### src/rtl/csa_pkg.sv
// Shared definitions for the carry-save resolve path: default widths and the
// frame-tracking state encoding used by csa_resolve_20.
package csa_pkg;

  localparam int CSA_IN_W    = 20;
  localparam int CSA_DIG_W   = 16;
  localparam int CSA_CARRY_W = 6;

  typedef enum logic [1:0] {
    IDLE  = 2'd0,
    RUN   = 2'd1,
    FLUSH = 2'd2
  } resolve_state_e;

endpackage

### src/rtl/csa_resolve_step.sv
// One limb of carry-save resolution: adds the C and S words of a limb to the
// carry from the previous limb and splits the result into a digit and the
// carry into the next limb. Purely combinational so a wider variant can chain
// several of these in one cycle.
module csa_resolve_step #(
  parameter int IN_W    = 20,
  parameter int DIG_W   = 16,
  parameter int CARRY_W = 6
) (
  input  logic [IN_W-1:0]    c,
  input  logic [IN_W-1:0]    s,
  input  logic [CARRY_W-1:0] carry_in,
  output logic [DIG_W-1:0]   digit,
  output logic [CARRY_W-1:0] carry_next
);

  // Two IN_W words plus a narrow carry never exceed IN_W+2 bits.
  logic [IN_W+1:0] sum;

  // Full-width add, then split at the digit boundary.
  always_comb begin
    sum        = (IN_W+2)'(c) + (IN_W+2)'(s) + (IN_W+2)'(carry_in);
    digit      = sum[DIG_W-1:0];
    carry_next = CARRY_W'(sum >> DIG_W);
  end

endmodule

### src/rtl/csa_resolve_20.sv
// Carry-save to non-redundant digit converter. Limbs arrive LS-first as a
// framed valid/ready stream; each limb is resolved with the running carry and
// emitted as one DIG_W digit through a single output register. The carry out
// of the top limb is either emitted as an extra digit or reported on out_carry.
module csa_resolve_20
  import csa_pkg::*;
#(
  parameter int IN_W       = CSA_IN_W,
  parameter int DIG_W      = CSA_DIG_W,
  parameter int CARRY_W    = CSA_CARRY_W,
  parameter int EMIT_FINAL = 1
) (
  input  logic               clk,
  input  logic               rst_n,
  input  logic               in_valid,
  output logic               in_ready,
  input  logic [IN_W-1:0]    in_c,
  input  logic [IN_W-1:0]    in_s,
  input  logic               in_last,
  output logic               out_valid,
  input  logic               out_ready,
  output logic [DIG_W-1:0]   out_digit,
  output logic               out_last,
  output logic [CARRY_W-1:0] out_carry,
  output logic               busy
);

  // The carry register must hold the largest inter-limb carry, and the final
  // carry must fit in one digit so the flush digit can never overflow.
  if ((CARRY_W < IN_W + 2 - DIG_W) || (CARRY_W > DIG_W)) begin : g_bad_carry_w
    $error("csa_resolve_20: CARRY_W must satisfy IN_W+2-DIG_W <= CARRY_W <= DIG_W");
  end

  resolve_state_e     state;
  logic [CARRY_W-1:0] carry_q;
  logic [DIG_W-1:0]   digit_p1;
  logic               last_p1;
  logic               vld_p1;
  logic [CARRY_W-1:0] carry_out_q;

  logic [DIG_W-1:0]   step_digit;
  logic [CARRY_W-1:0] step_carry;
  logic               out_free;
  logic               accept;

  csa_resolve_step #(
    .IN_W    (IN_W),
    .DIG_W   (DIG_W),
    .CARRY_W (CARRY_W)
  ) u_step (
    .c          (in_c),
    .s          (in_s),
    .carry_in   (carry_q),
    .digit      (step_digit),
    .carry_next (step_carry)
  );

  // Output register can take a new digit if empty or being drained this cycle;
  // FLUSH blocks input so the pending carry digit goes out first.
  always_comb begin
    out_free = !vld_p1 || out_ready;
    in_ready = (state != FLUSH) && out_free;
    accept   = in_valid && in_ready;
  end

  // ---- stage p0 -> p1: frame FSM, carry chain and output digit register ----
  always_ff @(posedge clk or negedge rst_n) begin
    if (!rst_n) begin
      state       <= IDLE;
      carry_q     <= '0;
      vld_p1      <= 1'b0;
      digit_p1    <= '0;
      last_p1     <= 1'b0;
      carry_out_q <= '0;
    end else begin
      if (vld_p1 && out_ready) begin
        vld_p1 <= 1'b0;
      end
      if (accept) begin
        digit_p1 <= step_digit;
        vld_p1   <= 1'b1;
        carry_q  <= step_carry;
        if (!in_last) begin
          last_p1 <= 1'b0;
          state   <= RUN;
        end else if (EMIT_FINAL != 0) begin
          last_p1 <= 1'b0;
          state   <= FLUSH;
        end else begin
          last_p1     <= 1'b1;
          carry_out_q <= step_carry;
          carry_q     <= '0;
          state       <= IDLE;
        end
      end else if ((state == FLUSH) && out_free) begin
        // Final carry goes out as its own digit, even when it is zero.
        digit_p1    <= DIG_W'(carry_q);
        last_p1     <= 1'b1;
        vld_p1      <= 1'b1;
        carry_out_q <= carry_q;
        carry_q     <= '0;
        state       <= IDLE;
      end
    end
  end

  assign out_valid = vld_p1;
  assign out_digit = digit_p1;
  assign out_last  = last_p1;
  assign out_carry = carry_out_q;
  assign busy      = (state != IDLE) || vld_p1;

endmodule

### config.mk
export PLATFORM = sky130hd
export DESIGN_NAME = csa_resolve_20
export DESIGN_NICKNAME = d
export VERILOG_FILES = /design/src/rtl/csa_pkg.sv /design/src/rtl/csa_resolve_step.sv /design/src/rtl/csa_resolve_20.sv
export SDC_FILE = /design/constraint.sdc
export NUM_CORES = 1
export LEC_CHECK = 0
export CAP_MARGIN = 20
export CELL_PAD_IN_SITES_DETAIL_PLACEMENT = 1
export CELL_PAD_IN_SITES_GLOBAL_PLACEMENT = 1
export CORE_MARGIN = 3
export CORE_UTILIZATION = 45
export CTS_CLUSTER_SIZE = 20
export DETAILED_ROUTE_END_ITERATION = 10
export DONT_BUFFER_PORTS = 1
export GPL_TIMING_DRIVEN = 0
export PLACE_DENSITY_LB_ADDON = 0.1
export SLEW_MARGIN = 10
export SYNTH_ARGS = -nofsm -noshare
export SYNTH_HDL_FRONTEND = slang
export SYNTH_HIERARCHICAL = 1
export SYNTH_SLANG_ARGS = --single-unit
### constraint.sdc
create_clock -name clk -period 2.7 [get_ports clk]
set_clock_uncertainty 0.05 [all_clocks]
set_input_delay 0.405 -clock clk [delete_from_list [all_inputs] [get_ports clk]]
set_output_delay 0.405 -clock clk [all_outputs]
set_load 0.05 [all_outputs]
# Word-level counts from Yosys, hierarchy flattened

Index checks and enable logic that the tools add are counted.

Flip-flop bits (word level): 32
Bits of input ports: 45
Word-level logic and storage cells: 34

$add $sub $neg: 2
Eq/ne operators: 2
Muxes and demuxes: 12
Bitwise logic cells: 1
Reductions and logical operators: 11

Operators with widths:

| operator                                      | number |
|---|---|
| two-way mux 16 bit                            | 2 |
| adder 22 x 6 -> 22 bit                        | 1 |
| adder 20 x 20 -> 21 bit                       | 1 |
| two-way mux 6 bit                             | 2 |
| two-way mux 2 bit                             | 3 |
| two-way mux 1 bit                             | 5 |
| logical AND 1 bit                             | 4 |
| nonzero test 2 bit                            | 2 |
| nonzero test 3 bit                            | 1 |
| == test 2 bit (second input constant)         | 1 |
| logical OR 1 bit                              | 2 |
| inequality test 2 bit (second input constant) | 1 |
| AND reduction 2 bit                           | 1 |
| zero test 1 bit                               | 1 |
| inverter 1 bit                                | 1 |

# Longest topological paths before layout

Word-level depth: 6
Mapped depth: 12
Gate-level depth less buffers: 12

# Modules after synthesis

Netlist, hierarchy kept.

Modules (own cells, without submodules):

| module           | instances | cells an instance | area each (µm²) | sequential area each (µm²) |
|---|---|---|---|---|
| csa_resolve_step | 1         | 163               | 1372.6          | 0.0 |
| csa_resolve_20   | 1         | 93                | 1348.8          | 800.8 |

# Worst setup path before layout

OpenSTA, ideal clock, no wires.

Path type: input-to-reg
Start: input port in_c[1]
End: register carry_q[5]
Library setup time: 0.121 ns
Arrival time: 2.682 ns
Setup slack: -0.154 ns
Stages on the path: 10
Path buffers: 0
Cells stage by stage: fa_1 ha_1 fa_1 a21oi_1 nor2_1 nor4b_1 o21bai_1 o221ai_1 o32ai_1 a22o_2

Cells in the longest elaborated chain, start to end: 3

Ends and longest elaborated chain:

| item                    | line                   | text |
|---|---|---|
| start: declaration      | csa_resolve_20.sv:17   | `input logic [IN_W-1:0] in_c,` |
| adder 20 x 20 -> 21 bit | csa_resolve_step.sv:22 | `sum = (IN_W+2)'(c) + (IN_W+2)'(s) + (IN_W+2)'(carry_in);` |
| adder 22 x 6 -> 22 bit  | csa_resolve_step.sv:22 |  |
| net step_carry[5]       | csa_resolve_20.sv:42   | `logic [CARRY_W-1:0] step_carry;` |
| two-way mux 6 bit       | csa_resolve_20.sv:79   | `if (accept) begin` |
| end signal: assignment  | csa_resolve_20.sv:82   | `carry_q <= step_carry;` |
| end: declaration        | csa_resolve_20.sv:35   | `logic [CARRY_W-1:0] carry_q;` |

The timed path passes the listed nets, and every way through them passes these cells.
A chain may end at the register's enable or synchronous reset.

# Final worst setup path

Start: register carry_q[2]
End: register carry_q[0]

Cells in the longest elaborated chain, start to end: 2

Ends and longest elaborated chain:

| item                   | line |
|---|---|
| adder 22 x 6 -> 22 bit | csa_resolve_step.sv:22 |
| net step_carry[0]      | csa_resolve_20.sv:42 |
| two-way mux 6 bit      | csa_resolve_20.sv:79 |

The timed path passes the listed nets, and every way through them passes these cells.

==> metrics.md <==
| Metric | Value |
|---|---|
| Slew @ Worst Pin | `around 1.1 ns` |
| WP data required | `around 2.8 ns` |
| Crit share post-route | `107%` |
| RSZ-0062 raised after global routing | `true` |
| Port Buffers | `0` |
| DRT iter0 DRCs | `63` |
| Crit end category | `flip-flop` |
| Final wirelength | `approximately 6800 um` |
| PD cells | `around 940 nW/um^2` |
| Fill cells | `~620` |
| Pin count of the biggest net entering global routing | `33` |
| Post-Place Setup Slack | `-0.385 ns` |
| Area grow syn2layout | `19.3%` |
| Initial antenna violation count | `0` |
| Number of synthesis warnings | `6` |
| Crit path to | `carry_q[0]` |
| CTS tree | `yes` |
| Finished Core Util | `57.2%` |
| Drt wl/cell | `approximately 19 um` |
| Critical R2R Capture | `carry_q[0]` |
| Synth Flop Type | `dfrtp_1` |
| CTS Buffer Depth | `2` |
| Critical Path Start Type | `flip-flop` |
| Worst hold start | `in_last` |
| Status | `complete, but fails checks` |
| EDFF count, synth | `0` |
| DRT Pass-1 Iters | `4` |
| Reg2Reg Setup Slack | `-0.19 ns` |
| DIE WIDTH | `about 84 um` |
| TritonCTS Buffers | `5` |
| Syn Area/Cell | `~11 um^2` |
| Final HPWL from detailed placement | `around 5000 um` |
| Final setup fails | `10` |
| CP Launch Point | `carry_q[2]` |
| Clock-pin slew on the worst setup and hold paths | `0.07 ns` |
| Peak supply drop | `about 0.6 mV` |
| Vias in the first global route | `2239` |
| Final worst slack | `-0.195 ns` |
| DRT antenna net count | `0` |
| H-Tree Depth | `2` |
| Post-synth top area share | `around 29%` |
| Crit-path max FO | `3` |
| Hold Vio Cnt, Final | `0` |
| NumNets Final | `362` |
| Minimum clock period | `2.89 ns` |
| Crit Path Class | `flip-flop to flip-flop` |
| Seq cells post-synth | `32` |
| Diodes inserted | `0` |
| Synth cell count leaders | `ha_1 (33), dfrtp_1 (32), a21oi_1 (17)` |
| Core Rows | `27` |
| Ranking of synthesized cells by area | `dfrtp_1 (29%), ha_1 (15%), fa_1 (5.1%)` |
| Die height | `roughly 84 um` |
| Mapped Area | `2720 um^2` |
| Total track usage | `20.0%` |
| Gate count of the mapped netlist | `around 260` |
| Layout cells sized above 1 | `between 30 and 40%` |
| Slew HR | `approximately 30%` |
| Failing checks | `negative setup slack` |
| Clock root buffer | `clkbuf_8` |
| R2R depth | `10` |
| IO Pins | `a little over 70` |
| Clock Sinks | `32` |
| Initial Util | `47.9%` |
| Placer Congestion | `a little under 0.8` |
| Fmax | `345 MHz` |
| # DRC | `0` |
| Arrival @ worst endpoint | `about 3.0 ns` |
| Unique masters post-synth | `54` |
| Die area | `roughly 7000 um^2` |
| CORE AREA | `5680 um^2` |
| Total power | `roughly 3.0 mW` |
| Worst min path class | `input port to flip-flop` |
| Max_cap viols | `0` |
| Leakage Power | `between 1.5 and 2 nW` |
| Via count | `2034` |
| Reg-to-Reg Start | `carry_q[2]` |
| Synth async-reset ratio | `100%` |
| First-pass GRT wire length | `approximately 11000 um` |
| Post-Syn Nets | `around 340` |
| Most frequent cell after synthesis | `ha_1` |
| Sequential area share after synthesis | `between 20% and 30%` |
| Yosys top cell by area | `dfrtp_1` |
| Clk Latency, worst-skew pair | `just under 0.3 ns` |
| Vias per inst | `approximately 5.8` |
| GR Overflow Total | `0` |
| Final slew viol count | `0` |
==> power breakdown <==
part	internal [mW]	switching [mW]
combinational	0.665	0.615
clock	0.273	0.183
sequential	0.644	0.668
==> layout make-up <==
cell class              count  area, um^2  area share, %
clock inverters             3        42.5           1.31
clock buffers               5        68.8           2.12
repair buffers             14         131           4.05
well taps                  72        90.1           2.78
flip-flops and latches     32         806           24.8
plain buffers              10         121           3.74
multi-input cells         202        1940           59.8
inverters                  12        45.0           1.39
==> metrics by stage <==
stage | cells | setup TNS (ns) | hold WS [ns] | area (um^2)
floorplan | 256 | -0.0295 | 0.0594 | 2740
global placement | 328 | -2.26 | 0.0601 | 2830
detailed placement | 328 | -2.55 | 0.0602 | 2830
CTS | 345 | -1.27 | 0.156 | 3160
global route | 350 | -2.28 | 0.157 | 3250
finish | 350 | -1.11 | 0.157 | 3250
==> routing by layer <==
| metal | up-vias | GRT usage (%) | share of wire [%] |
|---|---|---|---|
| met5 | - | 0 | 0 |
| met2 | 52 | 33.1 | 48 |
| met4 | 0 | 6.73 | 2.0 |
| li1 | 994 | - | - |
| met3 | 9 | 4.94 | 5.4 |
| met1 | 979 | 25.5 | 45 |
==> cells by family after synthesis <==
group / Yosys count / share of synthesized area (%)
buffers and inverters: 22 / 6.11
and+or+nand+nor: 51 / 11.4
AOI/OAI and AO/OA: 86 / 24.1
DFF: 32 / 29.4
muxes: 7 / 2.85
adders and majority gates: 40 / 20.3
xor gates and xnor gates: 18 / 5.79
==> worst max-delay path, cell delays in order, from the launching register on <==
cell and delay, ns:
dfrtp_2 0.44, fa_2 0.57, ha_4 0.21, a211oi_4 0.24, o211ai_1 0.19, a221oi_4 0.38
buf_4 0.18, buf_6 0.09, o31a_4 0.14, xnor2_2 0.06, a22o_2 0.21
==> cell usage in the layout (no fill, tap or decap), drive strengths merged, types with 2 or more instances in the layout <==
master / n
ha: 33
xor2: 4
nor2b: 4
a31oi: 8
a21oi: 18
xnor2: 14
o2bb2ai: 6
a21o: 8
fa: 7
nor2: 8
buf: 19
o21ai: 12
nand2: 13
and3b: 6
a22o: 17
clkbuf: 6
nand4: 2
o211ai: 5
mux2: 6
nand3: 4
nand2b: 3
or2: 2
nor3: 3
inv: 12
a211oi: 2
o21bai: 3
dfrtp: 32
==> worst min path at each step <==
stage	slack, ns	cells past startpoint	end
after floorplan	0.06	0	carry_q[0]
after global placement	0.06	0	out_digit[5]
after detailed placement	0.06	0	out_digit[3]
after CTS	0.16	1	state[0]
after global routing	0.16	1	state[0]
final	0.16	1	state[0]
==> flip-flops by register name (all words and copies together), names as in the netlist <==
register	count
out_digit	16
carry_q	6
out_carry	6
state	2
out_last	1
out_valid	1
==> what timing repair did <==
item,CTS,global route
pin swaps,36,18
resized for setup,25,10
endpoints found under the hold margin,32,0
setup endpoints to repair,13,14
hold buffers,2,0
buffers inserted,7,5
(Power assumes the default switching activity.)
